==> src/rtl/axi_lite_pkg.sv <==
// Shared types and constants for the AXI4-Lite write-capture front end.
package axi_lite_pkg;

  typedef enum logic [2:0] {
    IDLE    = 3'd0,
    WAIT_W  = 3'd1,
    WAIT_AW = 3'd2,
    WRITE   = 3'd3,
    RESP    = 3'd4
  } wr_state_e;

  localparam logic [1:0] RESP_OKAY   = 2'b00;
  localparam logic [1:0] RESP_SLVERR = 2'b10;

endpackage

==> src/rtl/axi_lite_wr_capture.sv <==
// AXI4-Lite write-channel front end: captures AW/W in either order, pulses reg_wr_en, runs B.
// Optional address window check enabled by defining AXI_WR_ADDR_RANGE_CHECK_EN.
module axi_lite_wr_capture
  import axi_lite_pkg::*;
#(
  parameter int unsigned ADDR_WIDTH      = 32,
  parameter int unsigned DATA_WIDTH      = 32,
  parameter int unsigned REG_SPACE_BYTES = 4096,
  localparam int unsigned STRB_WIDTH     = DATA_WIDTH / 8
) (
  input  logic                  s_axi_aclk,
  input  logic                  s_axi_areset,
  input  logic [ADDR_WIDTH-1:0] s_axi_awaddr,
  input  logic                  s_axi_awvalid,
  output logic                  s_axi_awready,
  input  logic [DATA_WIDTH-1:0] s_axi_wdata,
  input  logic [STRB_WIDTH-1:0] s_axi_wstrb,
  input  logic                  s_axi_wvalid,
  output logic                  s_axi_wready,
  output logic [1:0]            s_axi_bresp,
  output logic                  s_axi_bvalid,
  input  logic                  s_axi_bready,
  output logic                  awaddr_done_reg,
  output logic                  wdata_done_reg,
  output logic [ADDR_WIDTH-1:0] reg_waddr,
  output logic [DATA_WIDTH-1:0] reg_wdata,
  output logic [STRB_WIDTH-1:0] reg_wstrb,
  output logic                  reg_wr_en
);

  if ((DATA_WIDTH != 32) && (DATA_WIDTH != 64)) begin : g_bad_data_width
    $error("axi_lite_wr_capture: DATA_WIDTH must be 32 or 64");
  end
  if (REG_SPACE_BYTES == 0) begin : g_bad_reg_space
    $error("axi_lite_wr_capture: REG_SPACE_BYTES must be non-zero");
  end

  wr_state_e  state;
  wr_state_e  state_next;
  logic       aw_hs_c;
  logic       w_hs_c;
  logic       wr_ok_c;
  logic [1:0] resp_c;

  assign aw_hs_c = s_axi_awvalid & s_axi_awready;
  assign w_hs_c  = s_axi_wvalid & s_axi_wready;

  // Range decision uses the address that will be held during WRITE.
`ifdef AXI_WR_ADDR_RANGE_CHECK_EN
  logic [ADDR_WIDTH-1:0] waddr_next_c;
  assign waddr_next_c = aw_hs_c ? s_axi_awaddr : reg_waddr;
  assign wr_ok_c      = 64'(waddr_next_c) < 64'(REG_SPACE_BYTES);
  assign resp_c       = (64'(reg_waddr) < 64'(REG_SPACE_BYTES)) ? RESP_OKAY : RESP_SLVERR;
`else
  assign wr_ok_c = 1'b1;
  assign resp_c  = RESP_OKAY;
`endif

  // Next-state decode; readies are registered so handshakes only occur in accepting states.
  always_comb begin
    state_next = state;
    unique case (state)
      IDLE: begin
        if (aw_hs_c && w_hs_c) state_next = WRITE;
        else if (aw_hs_c)      state_next = WAIT_W;
        else if (w_hs_c)       state_next = WAIT_AW;
      end
      WAIT_W:  if (w_hs_c)  state_next = WRITE;
      WAIT_AW: if (aw_hs_c) state_next = WRITE;
      WRITE:   state_next = RESP;
      RESP:    if (s_axi_bready) state_next = IDLE;
      default: state_next = IDLE;
    endcase
  end

  always_ff @(posedge s_axi_aclk) begin
    if (s_axi_areset) begin
      state           <= IDLE;
      s_axi_awready   <= 1'b0;
      s_axi_wready    <= 1'b0;
      s_axi_bvalid    <= 1'b0;
      s_axi_bresp     <= RESP_OKAY;
      awaddr_done_reg <= 1'b0;
      wdata_done_reg  <= 1'b0;
      reg_waddr       <= '0;
      reg_wdata       <= '0;
      reg_wstrb       <= '0;
      reg_wr_en       <= 1'b0;
    end else begin
      state           <= state_next;
      s_axi_awready   <= (state_next == IDLE) || (state_next == WAIT_AW);
      s_axi_wready    <= (state_next == IDLE) || (state_next == WAIT_W);
      s_axi_bvalid    <= (state_next == RESP);
      awaddr_done_reg <= (aw_hs_c | awaddr_done_reg) & (state_next != RESP);
      wdata_done_reg  <= (w_hs_c | wdata_done_reg) & (state_next != RESP);
      reg_wr_en       <= (state_next == WRITE) & wr_ok_c;
      if (aw_hs_c) reg_waddr <= s_axi_awaddr;
      if (w_hs_c) begin
        reg_wdata <= s_axi_wdata;
        reg_wstrb <= s_axi_wstrb;
      end
      // Response code is fixed on entry to RESP and held until bready.
      if (state == WRITE)           s_axi_bresp <= resp_c;
      else if (state_next != RESP)  s_axi_bresp <= RESP_OKAY;
    end
  end

endmodule

==> config.mk <==
export PLATFORM = sky130hd
export DESIGN_NAME = axi_lite_wr_capture
export DESIGN_NICKNAME = d
export VERILOG_FILES = /design/src/rtl/axi_lite_pkg.sv /design/src/rtl/axi_lite_wr_capture.sv
export SDC_FILE = /design/constraint.sdc
export NUM_CORES = 1
export LEC_CHECK = 0
export ABC_AREA = 1
export ABC_CLOCK_PERIOD_IN_PS = 990
export BUFFER_PORTS_ARGS = -buffer_cell sky130_fd_sc_hd__buf_2
export CAP_MARGIN = 20
export CORE_UTILIZATION = 46
export CTS_BUF_LIST = sky130_fd_sc_hd__clkbuf_8
export CTS_CLUSTER_DIAMETER = 150
export DETAILED_ROUTE_END_ITERATION = 12
export PLACE_DENSITY = 0.91
export RECOVER_POWER = 50
export SLEW_MARGIN = 20
export SYNTH_ARGS = -nofsm -noshare
export SYNTH_HDL_FRONTEND = slang
export SYNTH_SLANG_ARGS = --single-unit
==> constraint.sdc <==
create_clock -name s_axi_aclk -period 0.99 [get_ports s_axi_aclk]
set_input_delay 0.198 -clock s_axi_aclk [delete_from_list [all_inputs] [get_ports s_axi_aclk]]
set_output_delay 0.198 -clock s_axi_aclk [all_outputs]
set_load 0.05 [all_outputs]
**Yosys cells after proc, flatten, opt, wreduce, memory -nomap -nowiden**

Index checks and enable logic that the tools add are counted.

- Register bits after elaboration: 77
- Bits of input ports: 73

- Eq/ne operators: 9
- Mux-type cells: 7
- Bitwise operators: 6
- Reductions and logical operators: 5

Operators with widths:

| cell | count |
|---|---|
| 2-to-1 mux 3 bit | 6 |
| one-hot mux 3 bit (5 select lines) | 1 |
| equality test 3 x 2 -> 1 bit, second input constant | 4 |
| equality test 3 x 1 -> 1 bit, second input constant | 2 |
| equality test 3 bit, second input constant | 2 |
| logical NOT 3 bit | 2 |
| AND 1 bit | 4 |
| != test 3 bit, second input constant | 1 |
| logical OR 1 bit | 2 |
| bitwise OR 1 bit | 2 |
| logical AND 1 bit | 1 |

**Longest topological paths before layout**

Gate-level depths: netlist (run 1).

- Word-level depth: 7
- Gate-level depth with buffers: 6
- Mapped depth without buffers: 6

**Worst setup path after synthesis (run 1)**

OpenSTA, ideal clock, no wires.

- Path kind: register -> register
- From: register s_axi_wready
- To: register reg_wdata[10]
- Setup time: 114 ps
- Arrival time: 1232 ps
- Required time: 876 ps
- Setup slack: -356 ps
- Cell stages (with the launch flop): 6
- Period minus slack after synthesis: 1346 ps
- Cells stage by stage: dfxtp_1 nand2_2 buf_6 buf_6 o21ai_1 nor2_1

- Longest elaborated chain between the ends: 1

RTL lines:

| item | RTL line | source |
|---|---|---|
| from (decl) | axi_lite_wr_capture.sv:19 | `output logic s_axi_wready,` |
| from (signal assigned) | axi_lite_wr_capture.sv:92 | `s_axi_wready <= (state_next == IDLE) \|\| (state_next == WAIT_W);` |
| AND 1 bit | axi_lite_wr_capture.sv:46 | `assign w_hs_c = s_axi_wvalid & s_axi_wready;` |
| to (signal assigned) | axi_lite_wr_capture.sv:99 | `reg_wdata <= s_axi_wdata;` |
| to (decl) | axi_lite_wr_capture.sv:26 | `output logic [DATA_WIDTH-1:0] reg_wdata,` |

No other way between the ends.
A chain may end at the register's enable or synchronous reset.

**Worst setup path in the final report (run 1)**

- From: register s_axi_awready
- To: output s_axi_awready

RTL lines:

| item | RTL line | source |
|---|---|---|
| from (decl) | axi_lite_wr_capture.sv:15 | `output logic s_axi_awready,` |
| from (signal assigned) | axi_lite_wr_capture.sv:91 | `s_axi_awready <= (state_next == IDLE) \|\| (state_next == WAIT_AW);` |

No word-level cell between the ends.

==> metrics.cfg, run 1 <==
[outcome]
status = finished with violations
violations = setup timing

[drt]
wl_per_cell_um = 15.7
drt_iter0_markers = 128
antenna_left = 0
drc = 0
wl_mm = 9.06
viasPerCell = 5.03
vias = 2906
firstDrtPassIters = 4

[setup_path]
crit_fanout = 2
required_ns = 0.79
rr_endpoint = s_axi_wready
crit_chain = buf_8
slowest_delay_ns = 0.39
cp-start-kind = register
cp-endpoint = s_axi_awready
path_buf_inv = 1
critical_path.slowest_cell = dfxtp_4
crit_arrival_ns = 0.87
cp_top_family = flip-flops
crit_cells = 1
ff2ff_path_depth = 7
critPathKind = register to primary output
critPathCaptureType = primary output
critPathLaunch = s_axi_awready
regToRegStartpoint = s_axi_awready
reg2reg_slack_ns = -0.03

[floorplan]
ios = 149
die_h_um = 79.3
chipWidth_um = 79.3
core.rowCount = 27
coreArea_mm2 = 0.00564
initial_core_util_pct = 48.7
die-area_mm2 = 0.00629

[timing]
drv_slew = 0
post-route-period-util_pct = 108
finalSetupViolations = 89
fin_hold_ws_ns = 0.0818
clock_skew_ns = 0.00906
rsz0062_at_grt = true
worst_slack_ns = -0.0779
fin_setup_tns_ns = -3.26
hold_viol = 0
fin_crit_ns = 1.07
max_freq_mhz = 936

[global_routing]
grt_use_total_pct = 27.5
grtUsageMet2_pct = 53.6
first_global_vias = 2855
use_met1_pct = 26.5
grt_pass1_wl_mm = 13.1
use_met3_pct = 5.75
antenna_found_initial = 0
grt_overflow = 0
grt_most_used_layer = met2
grt_max_degree = 34

[cts]
cts_root_buf = clkbuf_8
cts_buffer_depth = 2
cts_tree = done
cts_made_buffers = 9
clk_latency_ns = 0.33
path_clk_slew_ns = 0.08
h-tree-depth = 3
hold_buffers = 0
clock-sinks = 77

[pwr]
power_frac_seq_pct = 37.6
powerDensity_mw_per_mm2 = 2240
power_leakage_nw = 2.14
p_switching_mw = 3.88
total_power_mw = 10.6
clockPowerShare_pct = 25.0
pwr-share-comb_pct = 37.4
internal-power_mw = 6.75
peakVddDrop_uv = 1560
switching_share_pct = 36.5

[layout]
syn2layout_area_growth_pct = 72.7
postLayoutCellArea_mm2 = 0.00475
drive_gt1_share_pct = 55.5
fin_cells = 578
diodes = 0
fin_util_pct = 84.1
reg_top3 = reg_waddr x32, reg_wdata x32, reg_wstrb x4
final_nets = 574

[logic_synthesis]
synthDistinctLibCells = 21
synthAdderAreaFrac_pct = 0
synth-seq-cells = 77
synth_simple_gate_area_share_pct = 23.2
syn_area_mm2 = 0.00275
seq_area_frac_synth_pct = 56.1
synth_cells = 342
synth.area.mux_share_pct = 0
synth_top_family_by_area = simple AND/OR/NAND/NOR gates
synth_compound_area_share_pct = 13.4
synth_xor_area_share_pct = 0
ys.warnings.count = 0
syn_area_per_cell_um2 = 8.03

[run]
maxCapViolCount = 0

[placed_design]
place_congestion = 0.827
place_ws_ns = -0.109
dp_cells = 548
placed_area_mm2 = 0.00354
portBuffers = 146
dp.final_hpwl_mm = 4.93

[min_path]
hold_path_class = primary input to register
hp-start = s_axi_areset

cells by family (layout without fill, tap and decap cells):
| group | after synthesis | after routing |
|---|---|---|
| AND/OR/NAND/NOR | 163 | 163 |
| flip-flops | 77 | 77 |
| AO/OA/AOI/OAI | 72 | 72 |
| buffers and inverters | 29 | 192 |
| other | 1 | 2 |
synthesized netlist by cell type:
| cell | n | share of area, % |
|---|---|---|
| nand3_1 | 3 | 0.55 |
| conb_1 | 1 | 0.14 |
| nand2_1 | 7 | 0.96 |
| a21oi_1 | 4 | 0.73 |
| nor2_1 | 146 | 20 |
| buf_4 | 6 | 1.6 |
| o21ai_2 | 2 | 0.64 |
| buf_2 | 7 | 1.3 |
| nor2_2 | 1 | 0.23 |
| and3_1 | 1 | 0.23 |
| nand3_2 | 1 | 0.36 |
| inv_2 | 2 | 0.27 |
| buf_6 | 7 | 2.9 |
| inv_4 | 1 | 0.23 |
| o21ai_1 | 32 | 5.8 |
| inv_1 | 4 | 0.55 |
| dfxtp_1 | 77 | 56 |
| nand4_1 | 1 | 0.23 |
| o21ai_0 | 34 | 6.2 |
| clkbuf_2 | 2 | 0.36 |
| nand2_2 | 3 | 0.68 |
what timing repair did:
item / in CTS / in global routing
setup endpoints to repair: 108 / 136
pin swaps: 0 / 3
gates resized for setup: 266 / 64
setup buffers: 6 / 8
metal layers:
metal,routed length (um),vias up
met5,0,-
met4,404,0
met3,363,37
met2,5150,116
met1,3150,1351
li1,-,1402
cells in the final DEF, fill, tap and decap left out:
master      instances
nor2_1            145
dfxtp_2            72
buf_2              72
buf_8              67
o21ai_1            44
buf_4              17
o21ai_0            15
clkbuf_8           11
o21ai_2             9
buf_6               9
inv_1               6
nand2_1             4
nand2_2             4
buf_12              4
dfxtp_4             4
nand3_1             3
a21oi_1             3
inv_6               2
nor2_2              2
conb_1              2
bufinv_16           2
nand2_8             1
inv_2               1
nand2_4             1
a21oi_2             1
nand4_1             1
and3_1              1
nand3_2             1
clkinvlp_4          1
dfxtp_1             1
final cells by class:
type	instances	area (um^2)
timing repair buffer	169	1680
fill	301	896
clock buffer	11	151
clock inverter	5	75.1
tap	72	90.1
sequential	77	1650
multi-input combinational	237	1070
inverter	7	36.3
how the worst min path moves through the flow:
stage               slack (ns)           end  cells past startpoint
finish                    0.08      state[1]                      2
global route              0.08      state[1]                      2
CTS                       0.07      state[2]                      2
detailed placement        0.42  s_axi_bvalid                      2
global placement          0.42      state[2]                      2
floorplan                 0.27  s_axi_bvalid                      1
power by group through the flow:
stage                     Sequential, mW  Combinational (mW)  Clock, mW
after global placement              3.77                2.93          0
after global routing                4.03                4.19       2.81
after CTS                           3.94                3.68       2.67
final                               3.99                3.98       2.66
after detailed placement            3.80                2.99          0
after floorplan                     5.14               0.943          0
Power figures use the tool's default switching activity.
==> inputs of run 2 (changes only) <==
- CORE_MARGIN: default -> 5
==> metrics.cfg, run 2 (same netlist as run 1, synthesis figures left out) <==
[global_routing]
grt_overflow = 0  ; unchanged
antenna_found_initial = 0  ; unchanged
grt_use_total_pct = 21.5  ; -6.0 points
grt_max_degree = 37  ; +8.8%
grt_pass1_wl_mm = 13.0  ; -0.53%
first_global_vias = 2888  ; +1.2%

[setup_path]
reg2reg_slack_ns = -0.06  ; -0.03 ns
cp_top_family = flip-flops
path_buf_inv = 1  ; unchanged
rr_endpoint = reg_wdata[10]
critPathCaptureType = register
ff2ff_path_depth = 4  ; -3
regToRegStartpoint = s_axi_wready
critPathKind = register to register
required_ns = 1.20  ; +0.41 ns
crit_fanout = 33  ; +31
crit_arrival_ns = 1.27  ; +0.40 ns
slowest_delay_ns = 0.38  ; about the same
cp-start-kind = register
crit_chain = nand2_4 > buf_12 > o21ai_1 > nor2_1
critical_path.slowest_cell = dfxtp_4

[floorplan]
coreArea_mm2 = 0.00585  ; +3.7%
die-area_mm2 = 0.00762  ; +21%
ios = 149  ; unchanged
die_h_um = 87.3  ; +10%
core.rowCount = 28  ; +3.7%
chipWidth_um = 87.3  ; +10%
initial_core_util_pct = 47.0  ; -1.7 points

[drt]
drc = 0  ; unchanged
vias = 2900  ; -0.21%
drt_iter0_markers = 139  ; +8.6%
viasPerCell = 5.03  ; +0.14%
wl_per_cell_um = 15.4  ; -1.5%
antenna_left = 0  ; unchanged
wl_mm = 8.90  ; -1.8%
firstDrtPassIters = 4  ; unchanged

[layout]
drive_gt1_share_pct = 54.9  ; -0.64 points
diodes = 0  ; unchanged
final_nets = 570  ; -0.70%
syn2layout_area_growth_pct = 69.9
layout_commonest_cell = nor2_1
final_cell_mix = nor2_1 (145), dfxtp_2 (73), buf_2 (72), buf_8 (70), o21ai_1 (48)
fillerInstances = 347  ; +15%
reg_top3 = reg_waddr x32, reg_wdata x32, reg_wstrb x4

[run]
maxCapViolCount = 0  ; unchanged

[placed_design]
dp.final_hpwl_mm = 5.21  ; +5.7%
place_congestion = 0.794  ; -4.0%
place_ws_ns = -0.0823  ; +0.0266 ns
portBuffers = 146  ; unchanged

[min_path]
whs_path_depth = 2  ; unchanged
hp-start = s_axi_areset
hold_end = state[1]
hold_path_class = primary input to register

[timing]
clock_skew_ns = 0.00992  ; +0.000868 ns
drv_slew = 0  ; unchanged
finalSetupViolations = 84  ; -5.6%
hold_viol = 0  ; unchanged
worst_slack_ns = -0.0641  ; +0.0138 ns
fin_crit_ns = 1.05  ; -0.0138 ns
max_freq_mhz = 949  ; +1.3%
post-route-period-util_pct = 106  ; -1.4 points
rsz0062_at_grt = true

[cts]
cts_made_buffers = 9  ; unchanged
clock-sinks = 77  ; unchanged
cts_root_buf = clkbuf_8
hold_buffers = 0  ; unchanged
path_clk_slew_ns = 0.08  ; about the same
cts_buffer_depth = 2  ; unchanged
clk_latency_ns = 0.33  ; about the same
cts_tree = done
h-tree-depth = 3  ; unchanged

[pwr]
power_leakage_nw = 2.11  ; -1.5%
powerDensity_mw_per_mm2 = 2120  ; -5.2%
peakVddDrop_uv = 1430  ; -8.6%
total_power_mw = 9.91  ; -6.8%

[outcome]
status = finished with violations
violations = setup timing

## run 2: changes by cell type in the layout (fill, tap and decap cells not counted), moves of 2 or more
| cell | before | now |
|---|---|---|
| nand2_2 | 4 | 2 |
| buf_8 | 67 | 70 |
| nand2_1 | 4 | 6 |
| buf_6 | 9 | 6 |
| clkinv_2 | 0 | 2 |
| buf_4 | 17 | 12 |
| bufinv_16 | 2 | 0 |
| o21ai_0 | 15 | 11 |
| o21ai_1 | 44 | 48 |
## run 2: worst max-delay path by stage
stage          cells past startpoint     startpoint              end  slack (ns)
6_report                           4   s_axi_wready    reg_wdata[10]       -0.06
4_1_cts                            1   s_axi_wready     s_axi_wready       -0.07
3_3_place_gp                       4  s_axi_awready  awaddr_done_reg       -0.04
2_1_floorplan                      5   s_axi_wready    reg_wdata[10]       -0.04
3_5_place_dp                       4  s_axi_awready    reg_waddr[22]       -0.08
5_1_grt                            4   s_axi_wready    reg_wdata[10]       -0.10
## run 2: timing repair
action | CTS | global route
cloned | 0 | 1
pin swaps | 0 | 0
setup buffers | 1 | 7
gates resized for setup | 276 | 59
setup endpoints to repair | 107 | 138
## run 2: layer usage
layer / vias up / part of all wire, % / global-route usage, % / wire (um)
met1: 1326 / 37 / 22.5 / 3250
met2: 131 / 52 / 39.2 / 4670
li1: 1404 / - / - / -
met3: 39 / 6.2 / 4.35 / 550
met5: - / 0 / 0 / 0
met4: 0 / 4.8 / 12.8 / 429
## run 2: per-stage QoR
stage	setup TNS [ns]	utilization (%)	hold WS [ns]	instances	instance area, um^2
2_1_floorplan	-1.21	-	0.267	343	2770
3_3_place_gp	-0.573	60.7	0.418	552	3550
3_5_place_dp	-1.82	60.7	0.429	552	3550
4_1_cts	-3.11	76.4	0.0725	568	4470
5_1_grt	-6.11	79.8	0.0780	576	4670
6_report	-2.15	79.8	0.0855	576	4670
## run 2: report_power, final
| group | internal (mW) | total [mW] | switching, mW |
|---|---|---|---|
| Clock | 0.931 | 1.95 | 1.02 |
| Sequential | 3.61 | 3.99 | 0.386 |
| Combinational | 1.62 | 3.97 | 2.35 |
## run 2: cell type report
| class | count | area (um^2) | share of cell area (%) |
|---|---|---|---|
| Multi-Input combinational cell | 237 | 1060 | 22.7 |
| Clock buffer | 10 | 138 | 2.95 |
| Sequential cell | 77 | 1640 | 35.2 |
| Inverter | 7 | 36.3 | 0.777 |
| Clock inverter | 5 | 21.3 | 0.456 |
| Tap cell | 75 | 93.8 | 2.01 |
| Timing Repair Buffer | 165 | 1670 | 35.9 |
